File: src/rtl/baud_cfg_ctrl_pkg.sv
// baud_cfg_ctrl_pkg: shared state encoding and autobaud arithmetic constants
package baud_cfg_ctrl_pkg;

    typedef enum logic [2:0] {
        IDLE,
        WAIT_IDLE,
        WAIT_FALL,
        MEAS_LOW,
        MEAS_HIGH,
        CALC,
        APPLY
    } state_t;

    // One bit period spans OVERSAMPLE generator ticks.
    localparam int OVERSAMPLE = 16;
    localparam int OVS_SHIFT  = $clog2(OVERSAMPLE);
    localparam int ROUND      = OVERSAMPLE / 2;

    // Low/high bit lengths may differ by at most L/2^TOL_SHIFT.
    localparam int TOL_SHIFT  = 3;

endpackage

File: src/rtl/baud_cfg_ctrl_if.sv
// baud_cfg_ctrl_if: host/line inputs and generator-side outputs of the baud controller
interface baud_cfg_ctrl_if #(
    parameter int FINAL_VALUE_BITS = 10
);
    logic                        rx_in;
    logic                        auto_start;
    logic                        host_wr;
    logic [FINAL_VALUE_BITS-1:0] host_value;
    logic [FINAL_VALUE_BITS-1:0] final_value;
    logic                        gen_rst_n;
    logic                        cfg_update;
    logic                        busy;
    logic                        locked;
    logic                        err;

    modport master (
        output rx_in, auto_start, host_wr, host_value,
        input  final_value, gen_rst_n, cfg_update, busy, locked, err
    );

    modport slave (
        input  rx_in, auto_start, host_wr, host_value,
        output final_value, gen_rst_n, cfg_update, busy, locked, err
    );

endinterface

File: src/rtl/baud_cfg_ctrl_sync_2ff.sv
// baud_cfg_ctrl_sync_2ff: two-flop synchronizer with edge detect on the synchronized level
module baud_cfg_ctrl_sync_2ff (
    input  logic clk,
    input  logic reset,
    input  logic d,
    output logic q,
    output logic rise,
    output logic fall
);

    logic s1_q, s1_d;
    logic s2_q, s2_d;
    logic prev_q, prev_d;

    // Shift the raw line through two stages, then keep one more copy for edge detection.
    always_comb begin
        s1_d   = d;
        s2_d   = s1_q;
        prev_d = s2_q;
    end

    // Reset to the idle-high line level so no false falling edge appears after reset.
    always_ff @(posedge clk or negedge reset) begin
        if (!reset) begin
            s1_q   <= 1'b1;
            s2_q   <= 1'b1;
            prev_q <= 1'b1;
        end else begin
            s1_q   <= s1_d;
            s2_q   <= s2_d;
            prev_q <= prev_d;
        end
    end

    assign q    = s2_q;
    assign rise = s2_q & ~prev_q;
    assign fall = ~s2_q & prev_q;

endmodule

File: src/rtl/baud_cfg_ctrl.sv
// baud_cfg_ctrl: selects the baud generator FINAL_VALUE from host writes or 0x55 autobaud
module baud_cfg_ctrl
    import baud_cfg_ctrl_pkg::*;
#(
    parameter int FINAL_VALUE_BITS = 10,
    parameter int DEFAULT_VALUE    = 324,
    parameter int MIN_FINAL        = 1,
    parameter int CNT_BITS         = FINAL_VALUE_BITS + 5
) (
    input  logic           clk,
    input  logic           reset,
    baud_cfg_ctrl_if.slave bus
);

    localparam logic [FINAL_VALUE_BITS-1:0] DEFAULT_FV = FINAL_VALUE_BITS'(DEFAULT_VALUE);
    localparam logic [CNT_BITS-1:0] CNT_MAX = '1;
    localparam logic [CNT_BITS-1:0] FV_MAX  = CNT_BITS'((1 << FINAL_VALUE_BITS) - 1);
    localparam logic [CNT_BITS-1:0] FV_MIN  = CNT_BITS'(MIN_FINAL);

    state_t                      state_q, state_d;
    logic [CNT_BITS-1:0]         l_q, l_d;
    logic [CNT_BITS-1:0]         h_q, h_d;
    logic [FINAL_VALUE_BITS-1:0] final_q, final_d;
    logic                        gen_rst_n_q, gen_rst_n_d;
    logic                        cfg_update_q, cfg_update_d;
    logic                        busy_q, busy_d;
    logic                        locked_q, locked_d;
    logic                        err_q, err_d;

    logic                        rx, rx_rise, rx_fall;
    logic [CNT_BITS-1:0]         fv, diff;
    logic                        calc_ok;

    baud_cfg_ctrl_sync_2ff u_sync (
        .clk  (clk),
        .reset(reset),
        .d    (bus.rx_in),
        .q    (rx),
        .rise (rx_rise),
        .fall (rx_fall)
    );

    // Rounded bit period in ticks minus one, plus the low/high symmetry and range checks.
    always_comb begin
        fv      = ((l_q + CNT_BITS'(ROUND)) >> OVS_SHIFT) - CNT_BITS'(1);
        diff    = (l_q >= h_q) ? l_q - h_q : h_q - l_q;
        calc_ok = (diff <= (l_q >> TOL_SHIFT)) && (fv >= FV_MIN) && (fv <= FV_MAX);
    end

    // Next state and registered outputs; gen_rst_n/cfg_update default to their idle levels
    // so a rate change holds the generator in reset for exactly the APPLY cycle.
    always_comb begin
        state_d      = state_q;
        l_d          = l_q;
        h_d          = h_q;
        final_d      = final_q;
        gen_rst_n_d  = 1'b1;
        cfg_update_d = 1'b0;
        busy_d       = busy_q;
        locked_d     = locked_q;
        err_d        = err_q;
        if (bus.host_wr) begin
            state_d      = APPLY;
            final_d      = bus.host_value;
            gen_rst_n_d  = 1'b0;
            cfg_update_d = 1'b1;
            busy_d       = 1'b0;
            locked_d     = 1'b1;
            err_d        = 1'b0;
        end else begin
            case (state_q)
                IDLE: begin
                    if (bus.auto_start) begin
                        state_d  = WAIT_IDLE;
                        busy_d   = 1'b1;
                        locked_d = 1'b0;
                        err_d    = 1'b0;
                    end
                end
                WAIT_IDLE: state_d = rx ? WAIT_FALL : WAIT_IDLE;
                WAIT_FALL: begin
                    if (rx_fall) begin
                        l_d     = '0;
                        state_d = MEAS_LOW;
                    end
                end
                MEAS_LOW: begin
                    if (l_q == CNT_MAX) begin
                        err_d   = 1'b1;
                        busy_d  = 1'b0;
                        state_d = IDLE;
                    end else if (rx_rise) begin
                        h_d     = '0;
                        state_d = MEAS_HIGH;
                    end else if (!rx) begin
                        l_d = l_q + 1'b1;
                    end
                end
                MEAS_HIGH: begin
                    if (h_q == CNT_MAX) begin
                        err_d   = 1'b1;
                        busy_d  = 1'b0;
                        state_d = IDLE;
                    end else if (rx_fall) begin
                        state_d = CALC;
                    end else if (rx) begin
                        h_d = h_q + 1'b1;
                    end
                end
                CALC: begin
                    if (calc_ok) begin
                        state_d      = APPLY;
                        final_d      = fv[FINAL_VALUE_BITS-1:0];
                        gen_rst_n_d  = 1'b0;
                        cfg_update_d = 1'b1;
                        busy_d       = 1'b0;
                        locked_d     = 1'b1;
                    end else begin
                        state_d = IDLE;
                        err_d   = 1'b1;
                        busy_d  = 1'b0;
                    end
                end
                APPLY:   state_d = IDLE;
                default: state_d = IDLE;
            endcase
        end
    end

    // State and output registers; reset returns every output to its idle value at once.
    always_ff @(posedge clk or negedge reset) begin
        if (!reset) begin
            state_q      <= IDLE;
            l_q          <= '0;
            h_q          <= '0;
            final_q      <= DEFAULT_FV;
            gen_rst_n_q  <= 1'b0;
            cfg_update_q <= 1'b0;
            busy_q       <= 1'b0;
            locked_q     <= 1'b0;
            err_q        <= 1'b0;
        end else begin
            state_q      <= state_d;
            l_q          <= l_d;
            h_q          <= h_d;
            final_q      <= final_d;
            gen_rst_n_q  <= gen_rst_n_d;
            cfg_update_q <= cfg_update_d;
            busy_q       <= busy_d;
            locked_q     <= locked_d;
            err_q        <= err_d;
        end
    end

    assign bus.final_value = final_q;
    assign bus.gen_rst_n   = gen_rst_n_q;
    assign bus.cfg_update  = cfg_update_q;
    assign bus.busy        = busy_q;
    assign bus.locked      = locked_q;
    assign bus.err         = err_q;

endmodule

File: src/flat_wrapper.sv
// flat-port wrapper written by rule: the top's interface ports become plain ports
module baud_cfg_ctrl_flat import baud_cfg_ctrl_pkg::*;
#(
    parameter int FINAL_VALUE_BITS = 10,
    parameter int DEFAULT_VALUE    = 324,
    parameter int MIN_FINAL        = 1,
    parameter int CNT_BITS         = FINAL_VALUE_BITS + 5
)
  (clk, reset, bus_rx_in, bus_auto_start, bus_host_wr, bus_host_value, bus_final_value, bus_gen_rst_n, bus_cfg_update, bus_busy, bus_locked, bus_err);
  baud_cfg_ctrl_if #(.FINAL_VALUE_BITS(FINAL_VALUE_BITS)) bus_i ();
  input  logic clk;
  input  logic reset;
  input wire logic [$bits(bus_i.rx_in)-1:0] bus_rx_in;
  input wire logic [$bits(bus_i.auto_start)-1:0] bus_auto_start;
  input wire logic [$bits(bus_i.host_wr)-1:0] bus_host_wr;
  input wire logic [$bits(bus_i.host_value)-1:0] bus_host_value;
  output wire logic [$bits(bus_i.final_value)-1:0] bus_final_value;
  output wire logic [$bits(bus_i.gen_rst_n)-1:0] bus_gen_rst_n;
  output wire logic [$bits(bus_i.cfg_update)-1:0] bus_cfg_update;
  output wire logic [$bits(bus_i.busy)-1:0] bus_busy;
  output wire logic [$bits(bus_i.locked)-1:0] bus_locked;
  output wire logic [$bits(bus_i.err)-1:0] bus_err;
  assign bus_i.rx_in = bus_rx_in;
  assign bus_i.auto_start = bus_auto_start;
  assign bus_i.host_wr = bus_host_wr;
  assign bus_i.host_value = bus_host_value;
  assign bus_final_value = bus_i.final_value;
  assign bus_gen_rst_n = bus_i.gen_rst_n;
  assign bus_cfg_update = bus_i.cfg_update;
  assign bus_busy = bus_i.busy;
  assign bus_locked = bus_i.locked;
  assign bus_err = bus_i.err;
  baud_cfg_ctrl #(.FINAL_VALUE_BITS(FINAL_VALUE_BITS), .DEFAULT_VALUE(DEFAULT_VALUE), .MIN_FINAL(MIN_FINAL), .CNT_BITS(CNT_BITS)) u_core (.clk(clk), .reset(reset), .bus(bus_i));
endmodule
File: config.mk
export PLATFORM = sky130hd
export DESIGN_NAME = baud_cfg_ctrl_flat
export DESIGN_NICKNAME = d
export VERILOG_FILES = /design/src/rtl/baud_cfg_ctrl_pkg.sv /design/src/rtl/baud_cfg_ctrl_if.sv /design/src/rtl/baud_cfg_ctrl_sync_2ff.sv /design/src/rtl/baud_cfg_ctrl.sv /design/src/flat_wrapper.sv
export SDC_FILE = /design/constraint.sdc
export NUM_CORES = 1
export LEC_CHECK = 0
export BUFFER_PORTS_ARGS = -buffer_cell sky130_fd_sc_hd__buf_2
export CORE_MARGIN = 2
export CORE_UTILIZATION = 60
export CTS_CLUSTER_SIZE = 20
export DETAILED_ROUTE_END_ITERATION = 10
export GPL_ROUTABILITY_DRIVEN = 0
export GPL_TIMING_DRIVEN = 0
export PLACE_DENSITY = 0.79
export SLEW_MARGIN = 20
export SYNTH_ARGS = -nofsm -noshare
export SYNTH_HDL_FRONTEND = slang
export SYNTH_SLANG_ARGS = --single-unit
File: constraint.sdc
create_clock -name clk -period 13.09 [get_ports clk]
set_input_delay 1.309 -clock clk [delete_from_list [all_inputs] [get_ports clk]]
set_output_delay 1.309 -clock clk [all_outputs]
set_load 0.01 [all_outputs]
After elaboration in Yosys (flattened, before gate mapping)
Index checks and enable logic that the tools add are counted.
{ "totals": {"n_memories": 0, "mem_bits_rw": 0, "input_bits": 15, "wordCells": 111, "latchBits": 0, "rom_bits": 0, "register_bits": 51} }
{ "op_classes": {"reduce_logical": 16, "eq_ne": 23, "muxes": 45, "shifts": 0, "add_sub_neg": 6, "n_mul": 0, "div_mod_pow": 0, "n_lt_le_gt_ge": 4, "n_bitwise": 5} }
{ "ops": {"columns": ["cell", "n"], "rows": [
  ["$mux 15", 10],
  ["$pmux 15 s2", 2],
  ["$add 15x1->15 const B", 2],
  ["$eq 15x15->1 const B", 2],
  ["$mux 10", 3],
  ["$sub 15x15->15", 2],
  ["$mux 3", 8],
  ["$pmux 3 s6", 1],
  ["$mux 1", 17],
  ["$add 15x4->15 const B", 1],
  ["$ge 15x1->1 const B", 1],
  ["$ge 15x15->1", 1],
  ["$le 15x10->1 const B", 1],
  ["$le 15x12->1", 1],
  ["$ne 2x2->1 const B", 6],
  ["$ne 3x2->1 const B", 4],
  ["$sub 11x1->12 const B", 1],
  ["$ne 4x2->1 const B", 2],
  ["$pmux 1 s4", 2],
  ["$reduce_and 4->1", 2],
  ["$reduce_bool 2->1", 4],
  ["$reduce_and 7->1", 1],
  ["$eq 3x2->1 const B", 2],
  ["$eq 3x3->1 const B", 2],
  ["other kinds (15)", 21]
]} }

Depth between registers and ports, before layout
Gate-level depths: netlist of the first run.
{ "logic_depth": {"word_depth": 8, "mapped_depth": 23, "ltp_nobuf": 20} }

Modules after synthesis
A second synthesis of the first run with hierarchy kept.
{ "unflattened": {"hier_cells": 637, "hier_area_um2": 4987.3} }
{ "modules_own_cells": {"columns": ["module", "seq_area_each_um2", "n_inst", "area_each_um2", "cells_per_inst"], "rows": [
  ["baud_cfg_ctrl", 1204.9, 1, 4893.4, 632],
  ["baud_cfg_ctrl_sync_2ff", 78.8, 1, 93.8, 5]
]} }

Worst setup path before layout of the first run
Ideal clock, no wire load.
{ "synth_timing": {"path_type": "register to register", "start": "register u_core.h_q[7]", "end": "register u_core.err_q (netlist: u_core.bus.err)", "path_stages_with_launch": 22, "t_arrival_ns": 4.563, "setup_time_ns": 0.126, "setup_slack_ns": 8.401, "n_path_buf": 4, "synth_period_minus_slack_ns": 4.689, "required_ns": 12.964, "path_cell_list": "dfrtp_1 > inv_1 > ha_1 > clkbuf_1 > nand4_1 > nor4_1 > a2111oi_0 > o21ai_1 > buf_2 > buf_1 > mux2i_1 > xnor2_1 > ha_1 > a21o_1 > a221oi_1 > a21o_1 > o2bb2ai_1 > o2111ai_1 > nor3_2 > buf_6 > a31oi_1 > a221o_1"} }
{ "synth_via": {"elab_chain_len": 7} }
{ "synth_rtl": {"columns": ["element", "line_no", "text"], "rows": [
  ["from (decl)", "baud_cfg_ctrl.sv:22", "logic [CNT_BITS-1:0] h_q, h_d;"],
  ["from (signal assigned)", "baud_cfg_ctrl.sv:135", "h_q <= '0;"],
  ["from (signal assigned)", "baud_cfg_ctrl.sv:145", "h_q <= h_d;"],
  ["$sub 15x15->15 / $ge 15x15->1 (equally long branches)", "baud_cfg_ctrl.sv:46", "diff = (l_q >= h_q) ? l_q - h_q : h_q - l_q;"],
  ["$mux 15", "baud_cfg_ctrl.sv:46", null],
  ["$le 15x12->1", "baud_cfg_ctrl.sv:47", "calc_ok = (diff <= (l_q >> TOL_SHIFT)) && (fv >= FV_MIN) && (fv <= FV_MAX);"],
  ["$logic_and 1x1->1 (2 in series)", "baud_cfg_ctrl.sv:47", null],
  ["$ne 3x3->1 (no source line)", null, null],
  ["$reduce_and 5->1 (no source line) (*)", null, null],
  ["to (signal assigned)", "baud_cfg_ctrl.sv:151", "err_q <= err_d;"],
  ["to (decl)", "baud_cfg_ctrl.sv:28", "logic err_q, err_d;"]
]} }
Every way passes the cells marked *; elsewhere a longest branch is shown, timed or not.
A chain may end at the register's enable or synchronous reset.

Final worst setup path of the first run
{ "layout_timing": {"start": "register u_core.h_q[10]", "end": "register u_core.final_q[1] (netlist: u_core.bus.final_value[1])"} }
{ "layout_via": {"elab_chain_len": 7} }
{ "layout_rtl": {"columns": ["element", "line_no", "text"], "rows": [
  ["$sub 15x15->15 / $ge 15x15->1 (equally long branches)", "baud_cfg_ctrl.sv:46", null],
  ["$mux 15 (*)", "baud_cfg_ctrl.sv:46", null],
  ["$le 15x12->1 (*)", "baud_cfg_ctrl.sv:47", null],
  ["$logic_and 1x1->1 (*) (2 in series)", "baud_cfg_ctrl.sv:47", null],
  ["$reduce_bool 2->1 (no source line) (*)", null, null],
  ["$reduce_and 2->1 (no source line) (*)", null, null],
  ["to (signal assigned)", "baud_cfg_ctrl.sv:146", "final_q <= final_d;"],
  ["to (decl)", "baud_cfg_ctrl.sv:23", "logic [FINAL_VALUE_BITS-1:0] final_q, final_d;"]
]} }
Marked as above.

==> results of run 1 <==
-- sequential cells by signal (all words and copies together) (netlist names) --
| signal | count |
|---|---|
| u_core.bus.busy | 1 |
| u_core.bus.cfg_update | 1 |
| u_core.bus.err | 1 |
| u_core.bus.final_value | 10 |
| u_core.bus.gen_rst_n | 1 |
| u_core.bus.locked | 1 |
| u_core.h_q | 15 |
| u_core.l_q | 15 |
| u_core.state_q | 3 |
| u_core.u_sync.prev_q | 1 |
| u_core.u_sync.q | 1 |
| u_core.u_sync.s1_q | 1 |
-- Yosys cell counts, drive strengths merged (11+ instances only) --
cell type and count:
inv 52, a31oi 16, buf 15, nor3 19, o21ai 42, dfrtp 45, nand3 26, clkbuf 21
nor2 57, nand2 48, ha 47, a21oi 52, nor4 11, nand4 14, xnor2 37
-- final cells by class --
class | count | area [um2] | share of cell area
well taps | 105 | 131 | 0.0238
clock inverters | 3 | 27.5 | 0.00499
flip-flops and latches | 51 | 1280 | 0.233
inverters | 53 | 199 | 0.0361
plain buffers | 36 | 164 | 0.0297
clock buffers | 5 | 68.8 | 0.0125
repair buffers | 29 | 148 | 0.0268
multi-input cells | 513 | 3490 | 0.633
-- power breakdown --
group | total [mW] | internal, mW | leakage [nW] | switching (mW)
clock | 0.101 | 0.0395 | 0.0463 | 0.0618
combinational | 0.742 | 0.282 | 1.69 | 0.461
sequential | 0.230 | 0.189 | 0.613 | 0.0411
-- critical path, stage by stage, from the launching register on --
cell	delay (ps)
dfrtp_1	500
inv_1	160
ha_1	300
clkbuf_1	310
nand2_1	230
o21ai_0	530
a2111oi_0	250
o21ai_1	330
buf_2	340
buf_1	500
mux2i_1	290
xnor2_1	180
ha_1	280
and3_1	220
a221oi_1	250
a21o_1	160
o2bb2ai_1	150
o2111ai_1	200
nor3_2	340
buf_2	290
a31oi_1	120
o22a_1	210
-- layer usage --
layer  share of wire  track usage
met1            0.43        0.462
met2            0.46        0.541
met3           0.089       0.0473
met4           0.017       0.0716
met5               0            0
-- metrics by stage --
step | instance area, um2 | util | setup slack (ps) | power [mW] | instances
finish | 5510 | 0.668 | 6860 | 1.07 | 795
global route | 5510 | 0.668 | 6680 | 1.16 | 795
CTS | 5510 | 0.668 | 7240 | 1.05 | 795
detailed placement | 5420 | 0.656 | 7250 | 0.940 | 787
global placement | 5410 | 0.656 | 7330 | 0.916 | 787
floorplan | 5140 | - | 8400 | 0.764 | 653
-- logic make-up (layout without fill, tap and decap cells) --
family	after synthesis	count (layout)	synth area share
and+or+nand+nor	225	225	0.225
AOI/OAI and AO/OA	188	188	0.242
xor gates and xnor gates	41	41	0.0699
buffers and inverters	89	126	0.0706
DFF	51	51	0.250
adders and majority gates	49	49	0.122
muxes	10	10	0.0197
-- worst min-delay path by stage --
stage	cells past startpoint	to	slack, ps
6_report	0	u_core.u_sync.q$_DFF_PN1_	370
5_1_grt	0	u_core.u_sync.q$_DFF_PN1_	380
4_1_cts	0	u_core.u_sync.q$_DFF_PN1_	370
3_5_place_dp	0	u_core.u_sync.q$_DFF_PN1_	350
3_3_place_gp	0	u_core.u_sync.q$_DFF_PN1_	350
2_1_floorplan	0	u_core.u_sync.q$_DFF_PN1_	350
==> metrics.md, run 1 <==
| Metric | Value |
|---|---|
| Synthesized instance count | 653 |
| LEAKAGE | 2.35 nW |
| CTS tree | built |
| Max transition margin | 0.458 |
| Area fraction of the dominant cell type after synthesis | 0.219 |
| Global-route wire length before repair | about 24000 um |
| Worst setup path endpoint | u_core.bus.final_value[1]$_DFFE_PN0P_ |
| Clk pin slew, worst setup/hold paths | about 110 ps |
| Synthesized area | a little over 0.005 mm2 |
| Top cells by area, synth | dfrtp_1 (22%), ha_1 (11%), xnor2_1 (6.3%) |
| Fin nets | 753 |
| CTS H-Tree Depth | 2 |
| CTS Buf Count | 5 |
| R2R Path End | u_core.bus.final_value[1]$_DFFE_PN0P_ |
| Setup tns final | 0 ps |
| Synth Area per Inst | 7.87 um2 |
| Synthesized flop and latch total | slightly above 50 |
| Post-CTS Setup Inserts | 0 |
| PD cells | a little under 200 mW/mm2 |
| Fillcell total | 695 |
| Final WL | between 10000 and 15000 um |
| Slew Limit Fails | 0 |
| Max-Cap Viols | 0 |
| IO Pins | 30 |
| Wire per inst | 18.6 um |
| Area grow syn2layout | 7.31% |
| Post_cts resized | 0 |
| Grt ovf | 0 |
| Share of flip-flops with an asynchronous set or reset | 1.00 |
| Tmin final | ~6200 ps |
| Hold crit path type | reg -> reg |
| # diodes | 0 |
| Layout cell share with drive strength beyond 1 | 0.103 |
| Worst-Skew Late Latency | between 300 and 400 ps |
| Number of global-route vias before repair | about 4800 |
| CTS root buf | clkbuf_8 |
| Worst reg2reg setup slack | 6860 ps |
| Final Hold Fails | 0 |
| Worst r2r src | u_core.h_q[10]$_DFFE_PN0P_ |
| Fraction of the yosys area taken by sequential cells | 0.250 |
| Dominant synthesized flop cell | dfrtp_1 |
| Die W | between 90 and 100 um |
| Max IR drop VDD | 86.0 uV |
| Worst Path Required | approximately 13000 ps |
| Syn Nets | 717 |
| Commonest non-fill, non-tap cell in the layout | nor2_1 |
| Critical Path Fanout Max | 10 |
| Crit Path Category | reg -> reg |
| Area leader, netlist | dfrtp_1 |
| CTS sink cnt | 51 |
| Die ar. | 0.00932 mm2 |
| Pin count of the biggest net entering global routing | 52 |
| Residual DRC | 0 |
| Core Area | slightly above 0.008 mm2 |
| Hold-fix buffers, CTS | 0 |
| Achievable Freq | ~0.16 GHz |
| Outcome | finished, final reports clean |
| Actual slew at the worst max-slew pin | a little over 800 ps |
| Startpoint types | register |
| Initial antenna violation count | 0 |
| Clock Tree Buf Depth | 2 |
| Worst Skew | 5.13 ps |
| # rows | 33 |
| Final setup viols | 0 |
| DIE HEIGHT | around 97 um |
| Vias | about 5200 |
| Post-synth EDFFs | 0 |
| Routed vias/inst | 6.53 |
| DPL Wire Length | around 11000 um |
| Count of cell types in the netlist | between 70 and 80 |
| Commonest non-fill, non-tap cells in the layout | nor2_1 (57), a21oi_1 (52), inv_1 (51), nand2_1 (47), ha_1 (47) |
| Arr. time, crit path | 6440 ps |
| Initial DRT Pass Iterations | 5 |
| Hold_ws | 365 ps |
| Tcrit/Tclk final | 0.476 |
| All-Layer GR Usage | 0.329 |
| Ys Warns | 0 |
| CP Capture Type | register |
| Reg2reg path depth | 21 |
| Initial Utilization | 0.622 |
| PortBufs | 29 |
| Hold Crit Start | u_core.u_sync.s1_q$_DFF_PN1_ |
| Worst setup startpoint | u_core.h_q[10]$_DFFE_PN0P_ |
| RSZ-0062 raised after global routing | no |
| Antenna viol nets, final | 0 |
| DRT iter0 DRCs | 470 |
Power figures use the tool's default switching activity.
==> run 2, diff against run 1 <==
- ABC_AREA: default -> 1
- clock period: 13.09 -> 5.9 ns (I/O delays scaled with it)
==> metrics.md, run 2 <==
| Metric | Value |
|---|---|
| Post-synth EDFFs | 0 (unchanged) |
| Routed vias/inst | 5.46 (-16%) |
| Slew Limit Fails | 0 (unchanged) |
| Layout cell share with drive strength beyond 1 | 0.0972 (-0.00566) |
| Area grow syn2layout | 7.78% |
| Worst setup startpoint | u_core.h_q[2]$_DFFE_PN0P_ |
| Most common cell in the netlist | nand2_1 |
| Share of flip-flops with an asynchronous set or reset | 1.00 (unchanged) |
| Residual DRC | 0 (unchanged) |
| # rows | 33 (unchanged) |
| Clock Tree Buf Depth | 2 (unchanged) |
| CP Capture Type | register |
| Reg2reg path depth | 31 (+48%) |
| Initial DRT Pass Iterations | 5 (unchanged) |
| PortBufs | 29 (unchanged) |
| Worst-Skew Late Latency | 310 ps (about the same) |
| Wire per inst | 13.9 um (-25%) |
| Worst Path Required | 6100 ps (-7200 ps) |
| Fraction of the yosys area taken by sequential cells | 0.255 (+0.00509) |
| CP max stage cell | dfrtp_1 |
| Dominant synthesized flop cell | dfrtp_1 |
| Startpoint types | register |
| Antenna viol nets, final | 0 (unchanged) |
| Initial Utilization | 0.616 (-0.00627) |
| Hold-fix buffers, CTS | 0 (unchanged) |
| Global-route wire length before repair | 21600 um (-9.5%) |
| Vias | 5117 (-1.5%) |
| IO Pins | 30 (unchanged) |
| Layout Cells excl Fill | 938 (+18%) |
| Worst reg2reg setup slack | 1110 ps (-5760 ps) |
| Arr. time, crit path | 4990 ps (-1450 ps) |
| Count of cell types in the netlist | 43 (-43%) |
| Final Hold Fails | 0 (unchanged) |
| Initial antenna violation count | 0 (unchanged) |
| Clk pin slew, worst setup/hold paths | 100 ps (about the same) |
| Pin count of the biggest net entering global routing | 52 (unchanged) |
| Area leader, netlist | dfrtp_1 |
| Tmin final | 4790 ps (-1430 ps) |
| Post_cts resized | 0 (unchanged) |
| Max-Cap Viols | 0 (unchanged) |
| Hold crit path type | in -> async |
| Placed cell count | 930 (+18%) |
| DPL Wire Length | 10600 um (-7.6%) |
| Syn Nets | 860 (+20%) |
| Worst setup path endpoint | u_core.bus.final_value[0]$_DFFE_PN0P_ |
| Commonest non-fill, non-tap cells in the layout | nand2_1 (251), inv_1 (118), nor2_1 (87), nand3_1 (56), a21oi_1 (49) |
| Final setup viols | 0 (unchanged) |
| Tcrit/Tclk final | 0.812 (+0.337) |
| All-Layer GR Usage | 0.301 (-0.0275) |
| R2R Path End | u_core.bus.final_value[0]$_DFFE_PN0P_ |
| Post-CTS Setup Inserts | 0 (unchanged) |
| Ys Warns | 0 (unchanged) |
| Die W | 95.6 um (-0.96%) |
| Actual slew at the worst max-slew pin | 653 ps (-153 ps) |
| CP most frequent cell | nand2_1 |
| Core Area | 0.00818 mm2 (-1.0%) |
| Final WL | 13000 um (-12%) |
| Achievable Freq | 0.209 GHz (+30%) |
| Slowest stage delay, CP | 440 ps (-90 ps) |
| Die ar. | 0.00914 mm2 (-1.9%) |
| Synthesized area | 0.00503 mm2 (-2.0%) |
| Synth Area per Inst | 6.33 um2 (-20%) |
| Synthesized flop and latch total | 51 (unchanged) |
| Crit Path Category | reg -> reg |
| CTS root buf | clkbuf_8 |
| Top cells by area, synth | dfrtp_1 (22%), nand2_1 (19%), ha_1 (12%) |
| CTS sink cnt | 51 (unchanged) |
| Max transition margin | 0.565 (+0.106) |
| Grt ovf | 0 (unchanged) |
| # diodes | 0 (unchanged) |
| DIE HEIGHT | 95.6 um (-0.96%) |
| Outcome | finished, final reports clean |
| DRT iter0 DRCs | 395 (-16%) |
| Final core utilization | 0.664 (-0.00382) |
| Number of global-route vias before repair | 4665 (-2.3%) |
| CTS tree | built |
| Worst r2r src | u_core.h_q[2]$_DFFE_PN0P_ |
| Synthesized instance count | 796 (+22%) |
| Fin nets | 896 (+19%) |
| Critical Path Fanout Max | 10 (unchanged) |
| CTS Buf Count | 5 (unchanged) |
| RSZ-0062 raised after global routing | no |
| Area fraction of the dominant cell type after synthesis | 0.224 (+0.00447) |
| Worst Skew | 5.07 ps (-0.0548 ps) |
| Post-synth top cells | nand2_1 (251), inv_1 (118), nor2_1 (87), nand3_1 (56), a21oi_1 (49) |
| CTS H-Tree Depth | 2 (unchanged) |
| Setup tns final | 0 ps (unchanged) |
| Commonest non-fill, non-tap cell in the layout | nand2_1 |
## run 2: changes by cell type after synthesis, sizes merged, moves of 12 or more
cell    change
a31oi      -14
buf        -12
clkbuf     -17
inv        +70
nand2     +216
nand3      +35
nor2       +39
xnor2      -30
## run 2: kinds of logic (layout without fill, tap and decap cells)
kind of cell    Yosys count  in the layout  synth area share
mux                       1              1           0.00224
fa+ha+maj                49             49             0.125
xor+xnor                 13             13            0.0226
compound gates           99             99             0.108
buf+inv                 130            167            0.0992
flops                    51             51             0.255
simple gates            453            453             0.388
## run 2: how the worst min path moves through the flow
stage	endpoint	cells past startpoint	slack [ps]	from
6_report	u_core.h_q[12]$_DFFE_PN0P_	1	290	reset
5_1_grt	u_core.u_sync.s1_q$_DFF_PN1_	1	340	bus_rx_in
4_1_cts	u_core.u_sync.s1_q$_DFF_PN1_	1	360	bus_rx_in
3_5_place_dp	u_core.u_sync.q$_DFF_PN1_	0	350	u_core.u_sync.s1_q$_DFF_PN1_
3_3_place_gp	u_core.u_sync.q$_DFF_PN1_	0	350	u_core.u_sync.s1_q$_DFF_PN1_
2_1_floorplan	u_core.bus.busy$_DFFE_PN0P_	0	290	reset
## run 2: area by class of cell
| class | instances | area (um2) |
|---|---|---|
| buffer | 7 | 35.0 |
| clock buffer | 5 | 68.8 |
| clock inverter | 3 | 43.8 |
| fill | 743 | 2750 |
| inverter | 123 | 464 |
| multi-input combinational | 615 | 3250 |
| sequential | 51 | 1280 |
| tap | 105 | 131 |
| timing repair buffer | 29 | 148 |
## run 2: routing by layer
layer	global-route usage	vias to the layer above	wire [um]
li1	-	2599	-
met4	0.0655	0	174
met1	0.423	2340	6020
met2	0.495	164	6000
met3	0.0411	14	843
met5	0	-	0
## run 2: stage by stage
stage / hold slack (ps) / instance area [um2] / setup WS [ps]
after floorplan: 294 / 5030 / 2090
after global placement: 351 / 5310 / 1380
after detailed placement: 348 / 5310 / 1290
after CTS: 356 / 5420 / 1280
after global routing: 344 / 5430 / 842
final: 294 / 5430 / 1110
## run 2: worst max-delay path, delay by kind of cell (launching register included)
family | cells | cell delay, ps
buf+inv | 7 | 980
fa+ha+maj | 2 | 580
compound gates | 5 | 920
xor+xnor | 1 | 170
flops | 1 | 440
simple gates | 16 | 1590
Power of run 2 is left out: the tool's default activity adds up to more than one toggle a clock period on the data nets, which glitch-free logic cannot reach.
